<file path="src/rtl/keypad_scanner.sv">
// 4x4 keypad scanner: row strobe, 2-flop column sync, press/release debounce, one key_code per press.
// Latency: key_valid fires (DEBOUNCE_CNT+1) ticks after the detecting tick (inclusive) plus 1 clk; no backpressure, consumer must take the pulse.
module keypad_scanner #(
  parameter int CLK_FREQ     = 27000000,
  parameter int SCAN_FREQ    = 1000,
  parameter int DEBOUNCE_CNT = 4
) (
  input  logic       clk,
  input  logic       rst,
  input  logic [3:0] cols,
  output logic [3:0] rows,
  output logic [3:0] key_code,
  output logic       key_valid,
  output logic       key_held
);

  localparam int TICK_DIV = CLK_FREQ / SCAN_FREQ;
  localparam int TICK_W   = $clog2(TICK_DIV);

  typedef enum logic [1:0] {SCAN, DEBOUNCE, HELD, RELEASE} state_t;

  state_t            state, state_n;
  logic [3:0]        sync1, cols_s;
  logic [TICK_W-1:0] tick_cnt;
  logic              tick;
  logic [1:0]        row_idx, row_n;
  logic [1:0]        col_idx, col_n;
  logic [3:0]        deb_cnt, deb_n;
  logic [4:0]        deb_inc;
  logic              single_low;
  logic [1:0]        low_col;
  logic [3:0]        held_pat;
  logic              accept;

  function automatic logic [3:0] key_map(input logic [1:0] r, input logic [1:0] c);
    logic [3:0] code;
    case ({r, c})
      4'b00_00: code = 4'd1;
      4'b00_01: code = 4'd2;
      4'b00_10: code = 4'd3;
      4'b00_11: code = 4'd10;
      4'b01_00: code = 4'd4;
      4'b01_01: code = 4'd5;
      4'b01_10: code = 4'd6;
      4'b01_11: code = 4'd11;
      4'b10_00: code = 4'd7;
      4'b10_01: code = 4'd8;
      4'b10_10: code = 4'd9;
      4'b10_11: code = 4'd12;
      4'b11_00: code = 4'd14;
      4'b11_01: code = 4'd0;
      4'b11_10: code = 4'd15;
      default:  code = 4'd13;
    endcase
    return code;
  endfunction

  always_ff @(posedge clk or posedge rst) begin
    if (rst) begin
      sync1  <= 4'h0;
      cols_s <= 4'h0;
    end else begin
      sync1  <= cols;
      cols_s <= sync1;
    end
  end

  always_ff @(posedge clk or posedge rst) begin
    if (rst) begin
      tick_cnt <= '0;
    end else if (tick) begin
      tick_cnt <= '0;
    end else begin
      tick_cnt <= tick_cnt + TICK_W'(1);
    end
  end

  assign tick = (tick_cnt == TICK_W'(TICK_DIV - 1));

  // Exactly one column low; anything else (idle or multi-key) is not a candidate press.
  always_comb begin
    single_low = 1'b1;
    low_col    = 2'd0;
    case (cols_s)
      4'b1110: low_col = 2'd0;
      4'b1101: low_col = 2'd1;
      4'b1011: low_col = 2'd2;
      4'b0111: low_col = 2'd3;
      default: single_low = 1'b0;
    endcase
  end

  assign held_pat = ~(4'b0001 << col_idx);
  assign deb_inc  = {1'b0, deb_cnt} + 5'd1;

  always_comb begin
    state_n = state;
    row_n   = row_idx;
    col_n   = col_idx;
    deb_n   = deb_cnt;
    accept  = 1'b0;
    if (tick) begin
      case (state)
        SCAN: begin
          if (single_low) begin
            col_n   = low_col;
            deb_n   = 4'd0;
            state_n = DEBOUNCE;
          end else begin
            row_n = row_idx + 2'd1;
          end
        end
        DEBOUNCE: begin
          if (cols_s == held_pat) begin
            deb_n = deb_inc[3:0];
            if (deb_inc >= 5'(DEBOUNCE_CNT)) begin
              state_n = HELD;
              accept  = 1'b1;
            end
          end else begin
            state_n = SCAN;
            row_n   = row_idx + 2'd1;
          end
        end
        HELD: begin
          // Only a full release matters here; extra or different keys are ignored.
          if (cols_s == 4'hF) begin
            state_n = RELEASE;
            deb_n   = 4'd1;
          end
        end
        RELEASE: begin
          if (cols_s == 4'hF) begin
            deb_n = deb_inc[3:0];
            if (deb_inc >= 5'(DEBOUNCE_CNT)) begin
              state_n = SCAN;
              row_n   = row_idx + 2'd1;
            end
          end else begin
            state_n = HELD;
          end
        end
        default: state_n = SCAN;
      endcase
    end
  end

  always_ff @(posedge clk or posedge rst) begin
    if (rst) begin
      state   <= SCAN;
      row_idx <= 2'd0;
      col_idx <= 2'd0;
      deb_cnt <= 4'd0;
    end else begin
      state   <= state_n;
      row_idx <= row_n;
      col_idx <= col_n;
      deb_cnt <= deb_n;
    end
  end

  always_ff @(posedge clk or posedge rst) begin
    if (rst) begin
      key_code  <= 4'd0;
      key_valid <= 1'b0;
    end else begin
      key_valid <= accept;
      if (accept) begin
        key_code <= key_map(row_idx, col_idx);
      end
    end
  end

  assign rows     = ~(4'b0001 << row_idx);
  assign key_held = (state == HELD) || (state == RELEASE);

endmodule

</file>
<file path="config.mk">
export PLATFORM = sky130hd
export DESIGN_NAME = keypad_scanner
export DESIGN_NICKNAME = d
export VERILOG_FILES = /design/src/rtl/keypad_scanner.sv
export SDC_FILE = /design/constraint.sdc
export NUM_CORES = 1
export LEC_CHECK = 0
export ABC_CLOCK_PERIOD_IN_PS = 3450
export CAP_MARGIN = 20
export CELL_PAD_IN_SITES_DETAIL_PLACEMENT = 2
export CELL_PAD_IN_SITES_GLOBAL_PLACEMENT = 2
export CORE_ASPECT_RATIO = 0.7
export CORE_MARGIN = 2
export CORE_UTILIZATION = 40
export CTS_CLUSTER_DIAMETER = 120
export CTS_CLUSTER_SIZE = 40
export DETAILED_ROUTE_END_ITERATION = 10
export GPL_TIMING_DRIVEN = 0
export PLACE_DENSITY_LB_ADDON = 0.1
export SLEW_MARGIN = 10
export SYNTH_ARGS = -nofsm -noshare
export SYNTH_HDL_FRONTEND = slang
export SYNTH_SLANG_ARGS = --single-unit
</file>
<file path="constraint.sdc">
create_clock -name clk -period 3.45 [get_ports clk]
set_input_delay 0.8625 -clock clk [delete_from_list [all_inputs] [get_ports clk]]
set_output_delay 0.8625 -clock clk [all_outputs]
set_load 0.01 [all_outputs]
</file>
==> flow_metrics.py, run 1 <==
metrics = {
    "setup_path": {
        "crit_path_max_fanout": 10,
        "worstSetupEndpointType": "primary output",
        "path_class": "flop to primary output",
        "reg2reg_slack_ns": 1.24,
        "r2r_end": "key_code[0]",
        "worstPathCellList": "clkbuf_1 -> inv_1 -> ha_1 -> inv_1 -> clkdlybuf4s50_1",
        "start_kind": "flop",
        "cpMostUsedCell": "inv_1",
        "slowest_stage": "clkdlybuf4s50_1",
        "critPathMaxStageDelay_ns": 0.53,
        "r2r-start": "col_idx[0]",
        "ff2ff_path_depth": 7,
        "crit_arrival_ns": 1.98,
        "required_ns": 2.59,
    },
    "sta": {
        "worst_pin_slew_ns": 0.804,
        "finalSetupTns_ns": 0,
        "timing.final.crit_share": 0.823,
        "slew_viol_final": 0,
        "hold_violations": 0,
        "rsz0062_at_grt": "false",
        "setup_violations": 0,
        "fin_crit_ns": 2.84,
        "slew_headroom": 0.463,
        "finClkSkew_ns": 0.00739,
        "fmax_ghz": 0.352,
    },
    "synthesis": {
        "async_flop_share": 1.00,
        "post-synth-top-count-cell": "dfrtp_1",
        "synthCells": 200,
        "yosysTopAreaCellShare": 0.467,
        "synthDistinctLibCells": 40,
        "synth_compound_area_frac": 0.0984,
        "synthTopCellsByArea": "dfrtp_1 (47%), ha_1 (7.4%), xnor2_1 (5.2%), nand2_1 (4.2%), xor2_1 (3.4%)",
        "synth-seq-cells": 38,
        "synthFlopType": "dfrtp_1",
        "synth_xor_area_frac": 0.0861,
        "yosys.area_share.adder": 0.0738,
        "synth_top_family_by_area": "simple AND/OR/NAND/NOR gates",
        "synth_edf_count": 0,
        "yosys_warnings": 0,
        "syn-cell-area_um2": 2030,
        "muxShareOfSynthArea": 0.0258,
        "yosys.area_share.simple": 0.217,
        "avgSynthCellArea_um2": 10.2,
        "synth_common_cells": "dfrtp_1 (38), nand2_1 (23), nor2_1 (17)",
        "ys_seq_area_frac": 0.467,
        "synth_top_area_cell": "dfrtp_1",
        "syn_nets": 218,
    },
    "clock_tree": {
        "clkTransAtPathRegs_ns": 0.08,
        "cts_hold_buf": 0,
        "cts_sinks": 38,
        "cts_setup_buffers": 0,
        "cts_root_buf": "clkbuf_8",
        "numCtsBuffers": 5,
        "cts.repair.resized": 0,
        "clk_path_buf_depth": 2,
        "cts_tree": "built",
        "htree_levels": 2,
        "insertion_delay_ns": 0.29,
    },
    "drt": {
        "viasPerCell": 5.29,
        "dr.first_iter.drc_count": 43,
        "detail_route.wl_per_cell_um": 17.5,
        "ant_nets": 0,
        "drt-pass1-iter-count": 3,
        "drt_wl_total_mm": 5.12,
        "vias": 1545,
        "drc": 0,
    },
    "global_route": {
        "antenna_found_initial": 0,
        "first_global_vias": 1765,
        "track_usage": 0.208,
        "grt_first_pass_wirelength_mm": 9.04,
        "grt_overflow": 0,
        "grt_max_degree": 39,
    },
    "layout": {
        "layout-drive-gt1-share": 0.0807,
        "syn_to_final_growth_pct": 18.6,
        "nets": 240,
        "diodes": 0,
    },
    "pwr": {
        "p_leak_nw": 1.06,
        "finalPower_uw": 955,
        "vdd_drop_max_mv": 0.219,
        "powerDensity_nw_per_um2": 396,
    },
    "die": {
        "die-area_um2": 5680,
        "rows": 21,
        "die_h_um": 63.7,
        "die_w_um": 89.2,
        "core_area_um2": 4830,
        "io_pins": 16,
        "initial_core_util": 0.421,
    },
    "run_status": {
        "status": "finished clean",
    },
    "placement": {
        "gp_congestion": 0.775,
        "io_buffers": 15,
        "post-dp-hpwl_mm": 3.72,
    },
    "worst_hold_path": {
        "hold_path_startpoint": "sync1[3]",
        "hold_depth": 0,
        "min_to": "cols_s[3]",
        "hp-class": "flop to flop",
    },
    "job": {
        "cap_violations": 0,
    },
}
worst max-delay path by stage:
stage	from	endpoint	cells after the start	slack, ns
after floorplan	col_idx[0]	row_idx[1]	7	1.54
after global placement	rst	deb_cnt[3]	2	0.89
after detailed placement	row_idx[1]	rows[1]	5	0.92
after CTS	row_idx[1]	rows[1]	5	0.60
after global routing	row_idx[1]	rows[1]	5	0.43
final	row_idx[1]	rows[1]	5	0.61
state kept, by name, indices dropped and copies added (netlist names):
register / count
cols_s: 4
deb_cnt: 4
key_valid: 1
col_idx: 2
state: 2
row_idx: 2
sync1: 4
key_code: 4
tick_cnt: 15
layer usage:
metal | vias up | track usage | routed length (um)
met4 | 0 | 0.0373 | 40
met2 | 16 | 0.341 | 2470
met1 | 785 | 0.284 | 2470
met5 | - | 0 | 0
li1 | 736 | - | -
met3 | 8 | 0.0472 | 136
through the flow:
stage          cells  hold WS, ns  area [um^2]   util  setup slack, ns
4_1_cts          292        0.354         2410  0.499            0.599
3_5_place_dp     284        0.337         2270  0.470            0.918
2_1_floorplan    200        0.331         2030      -             1.54
6_report         292        0.352         2410  0.499            0.612
3_3_place_gp     284        0.332         2270  0.470            0.887
5_1_grt          292        0.376         2410  0.499            0.427
layout make-up:
cell class              instances  area [um^2]
repair buffers                 15          150
well taps                      69         86.3
inverters                      12         45.0
plain buffers                   5         18.8
multi-input cells             145         1020
clock inverters                 2         60.1
flip-flops and latches         38          951
fillers                       538         2420
clock buffers                   6         82.6
worst max-delay path: cells and delay by family, from the launching register on:
family     cells  cell delay (ns)
buf+inv        4             1.07
fa+ha+maj      1             0.20
flops          1             0.42
cell usage in the layout, fill, tap and decap left out, drive strengths merged, types with 8 or more instances in the layout:
cell type      netlist  final
ha                  12     12
nand2               23     23
nand3                8      8
o21ai               10     10
nor2                17     17
inv                 12     12
clkbuf               5     11
dfrtp               38     38
nand4                9      9
xnor2               12     12
xor2                 8      8
clkdlybuf4s50        0     15
report_power, final:
group / leakage [nW] / total [mW] / internal (mW) / switching, mW
Combinational: 0.495 / 0.0261 / 0.0103 / 0.0158
Clock: 0.0714 / 0.474 / 0.309 / 0.165
Sequential: 0.498 / 0.455 / 0.450 / 0.00539
cells by family (layout without fill, tap and decap cells):
logic type / after synthesis / in the layout
buffers and inverters: 17 / 40
adders and majority gates: 12 / 12
muxes: 5 / 5
xor gates and xnor gates: 20 / 20
and+or+nand+nor: 78 / 78
AOI/OAI and AO/OA: 30 / 30
DFF: 38 / 38
No activity file was read; power rests on OpenSTA's default activity.
==> inputs of run 2 (changes only) <==
Settings changed: ABC_CLOCK_PERIOD_IN_PS 3450 to 2800, CORE_UTILIZATION 40 to 37.
Clock period 3.45 ns to 2.8 ns, I/O delays scaled along.
==> flow_metrics.py, run 2 (synthesis results as in run 1) <==
metrics = {
    "layout": {
        "largest_reg_flops": 15,
        "diodes": 0,
        "n_fill_cell": 579,
        "syn_to_final_growth_pct": 16.4,
        "stdcell_count": 295,
        "layout_commonest_cell": "dfrtp_1",
        "utilization": 0.448,
        "nets": 240,
        "top_register": "tick_cnt",
        "layout-drive-gt1-share": 0.0807,
        "final_cell_mix": "dfrtp_1 (38), nand2_1 (23), nor2_1 (17)",
    },
    "setup_path": {
        "worstSetupEndpointType": "primary output",
        "start_kind": "flop",
        "required_ns": 2.10,
        "crit_arrival_ns": 1.83,
        "crit_path_max_fanout": 7,
        "path_class": "flop to primary output",
    },
    "drt": {
        "detail_route.wl_per_cell_um": 16.4,
        "viasPerCell": 5.13,
        "ant_nets": 0,
        "drt-pass1-iter-count": 3,
        "drc": 0,
        "drt_wl_total_mm": 4.85,
        "vias": 1513,
        "dr.first_iter.drc_count": 40,
    },
    "sta": {
        "finClkSkew_ns": 0.00542,
        "worst_pin_slew_ns": 0.789,
        "rsz0062_at_grt": "false",
        "fmax_ghz": 0.395,
        "slew_headroom": 0.473,
        "fin_crit_ns": 2.53,
        "timing.final.crit_share": 0.905,
        "slew_viol_final": 0,
        "setup_violations": 0,
        "finalSetupTns_ns": 0,
        "hold_violations": 0,
    },
    "pwr": {
        "powerDensity_nw_per_um2": 416,
        "p_leak_nw": 1.04,
        "vdd_drop_max_mv": 0.210,
    },
    "global_route": {
        "first_global_vias": 1670,
        "use_met2": 0.292,
        "grt_first_pass_wirelength_mm": 8.40,
        "grt-busiest-layer": "met2",
        "grt_use_met1": 0.243,
        "antenna_found_initial": 0,
        "grt_max_degree": 39,
        "met3_usage": 0.0342,
        "grt_overflow": 0,
        "track_usage": 0.181,
    },
    "placement": {
        "post-dp-hpwl_mm": 3.66,
        "gp_congestion": 0.790,
        "io_buffers": 15,
        "dp.cells": 287,
    },
    "die": {
        "initial_core_util": 0.385,
        "die_w_um": 92.6,
        "core_area_um2": 5290,
        "rows": 22,
        "die-area_um2": 6120,
        "die_h_um": 66.0,
        "io_pins": 16,
    },
    "clock_tree": {
        "clk_path_buf_depth": 2,
        "clkTransAtPathRegs_ns": 0.08,
        "cts_tree": "built",
        "htree_levels": 2,
        "cts_root_buf": "clkbuf_8",
        "insertion_delay_ns": 0.30,
        "numCtsBuffers": 5,
        "cts_sinks": 38,
    },
    "job": {
        "cap_violations": 0,
    },
    "worst_hold_path": {
        "hp-class": "flop to flop",
    },
    "run_status": {
        "status": "finished clean",
    },
}
run 2: changes by cell type in the layout (fill, tap and decap cells not counted), sizes merged:
| cell | change |
|---|---|
| clkinv | +1 |
| bufinv | -2 |
| clkbuf | +1 |
run 2: final timing paths:
check / from / to / slack, ns / depth (start not counted)
max: row_idx[0] / rows[0] / 0.27 / 4
min: sync1[3] / cols_s[3] / 0.35 / 0
max reg2reg: col_idx[0] / row_idx[1] / 0.52 / 7
min reg2reg: sync1[3] / cols_s[3] / 0.35 / 0
max in group asynchronous: rst / tick_cnt[8] / 1.42 / 2
min in group asynchronous: rst / key_code[0] / 0.86 / 2
run 2: stage by stage:
stage                     worst slack (ns)  total power [mW]  hold slack (ns)  area, um^2
after floorplan                      0.886             0.589            0.331        2030
after detailed placement             0.401             0.604            0.337        2270
after CTS                           0.0583              1.00            0.354        2370
final                                0.265             0.986            0.350        2370
after global placement               0.400             0.602            0.332        2270
after global routing                 0.175              1.03            0.365        2370
run 2: area by class of cell:
class	instances	area, um^2	share of cell area
Clock inverter	1	5.00	0.00211
Timing Repair Buffer	15	150	0.0634
Tap cell	72	90.1	0.0381
Multi-Input combinational cell	145	1020	0.431
Inverter	12	45.0	0.0190
Buffer	5	20.0	0.00846
Clock buffer	7	86.3	0.0365
Sequential cell	38	951	0.402
run 2: repair_timing:
item | CTS | global route
setup endpoints to repair | 0 | 2
hold endpoints to repair | 0 | 0
gates resized for setup | 0 | 2
setup buffers | 0 | 0
hold buffers | 0 | 0
run 2: critical path, cell delays in order, from the launching register on:
cell and delay, ns:
dfrtp_1 0.51, inv_1 0.19, ha_1 0.24, inv_1 0.06, clkdlybuf4s50_1 0.53
run 2: metal layers:
| layer | vias up | part of all wire |
|---|---|---|
| met3 | 9 | 0.024 |
| met2 | 18 | 0.45 |
| met4 | 0 | 0.016 |
| li1 | 734 | - |
| met1 | 752 | 0.51 |
| met5 | - | 0 |
run 2: power breakdown:
part / switching [mW] / leakage, nW / internal, mW
clock network: 0.195 / 0.0482 / 0.199
logic: 0.0193 / 0.498 / 0.0127
registers: 0.00602 / 0.498 / 0.554
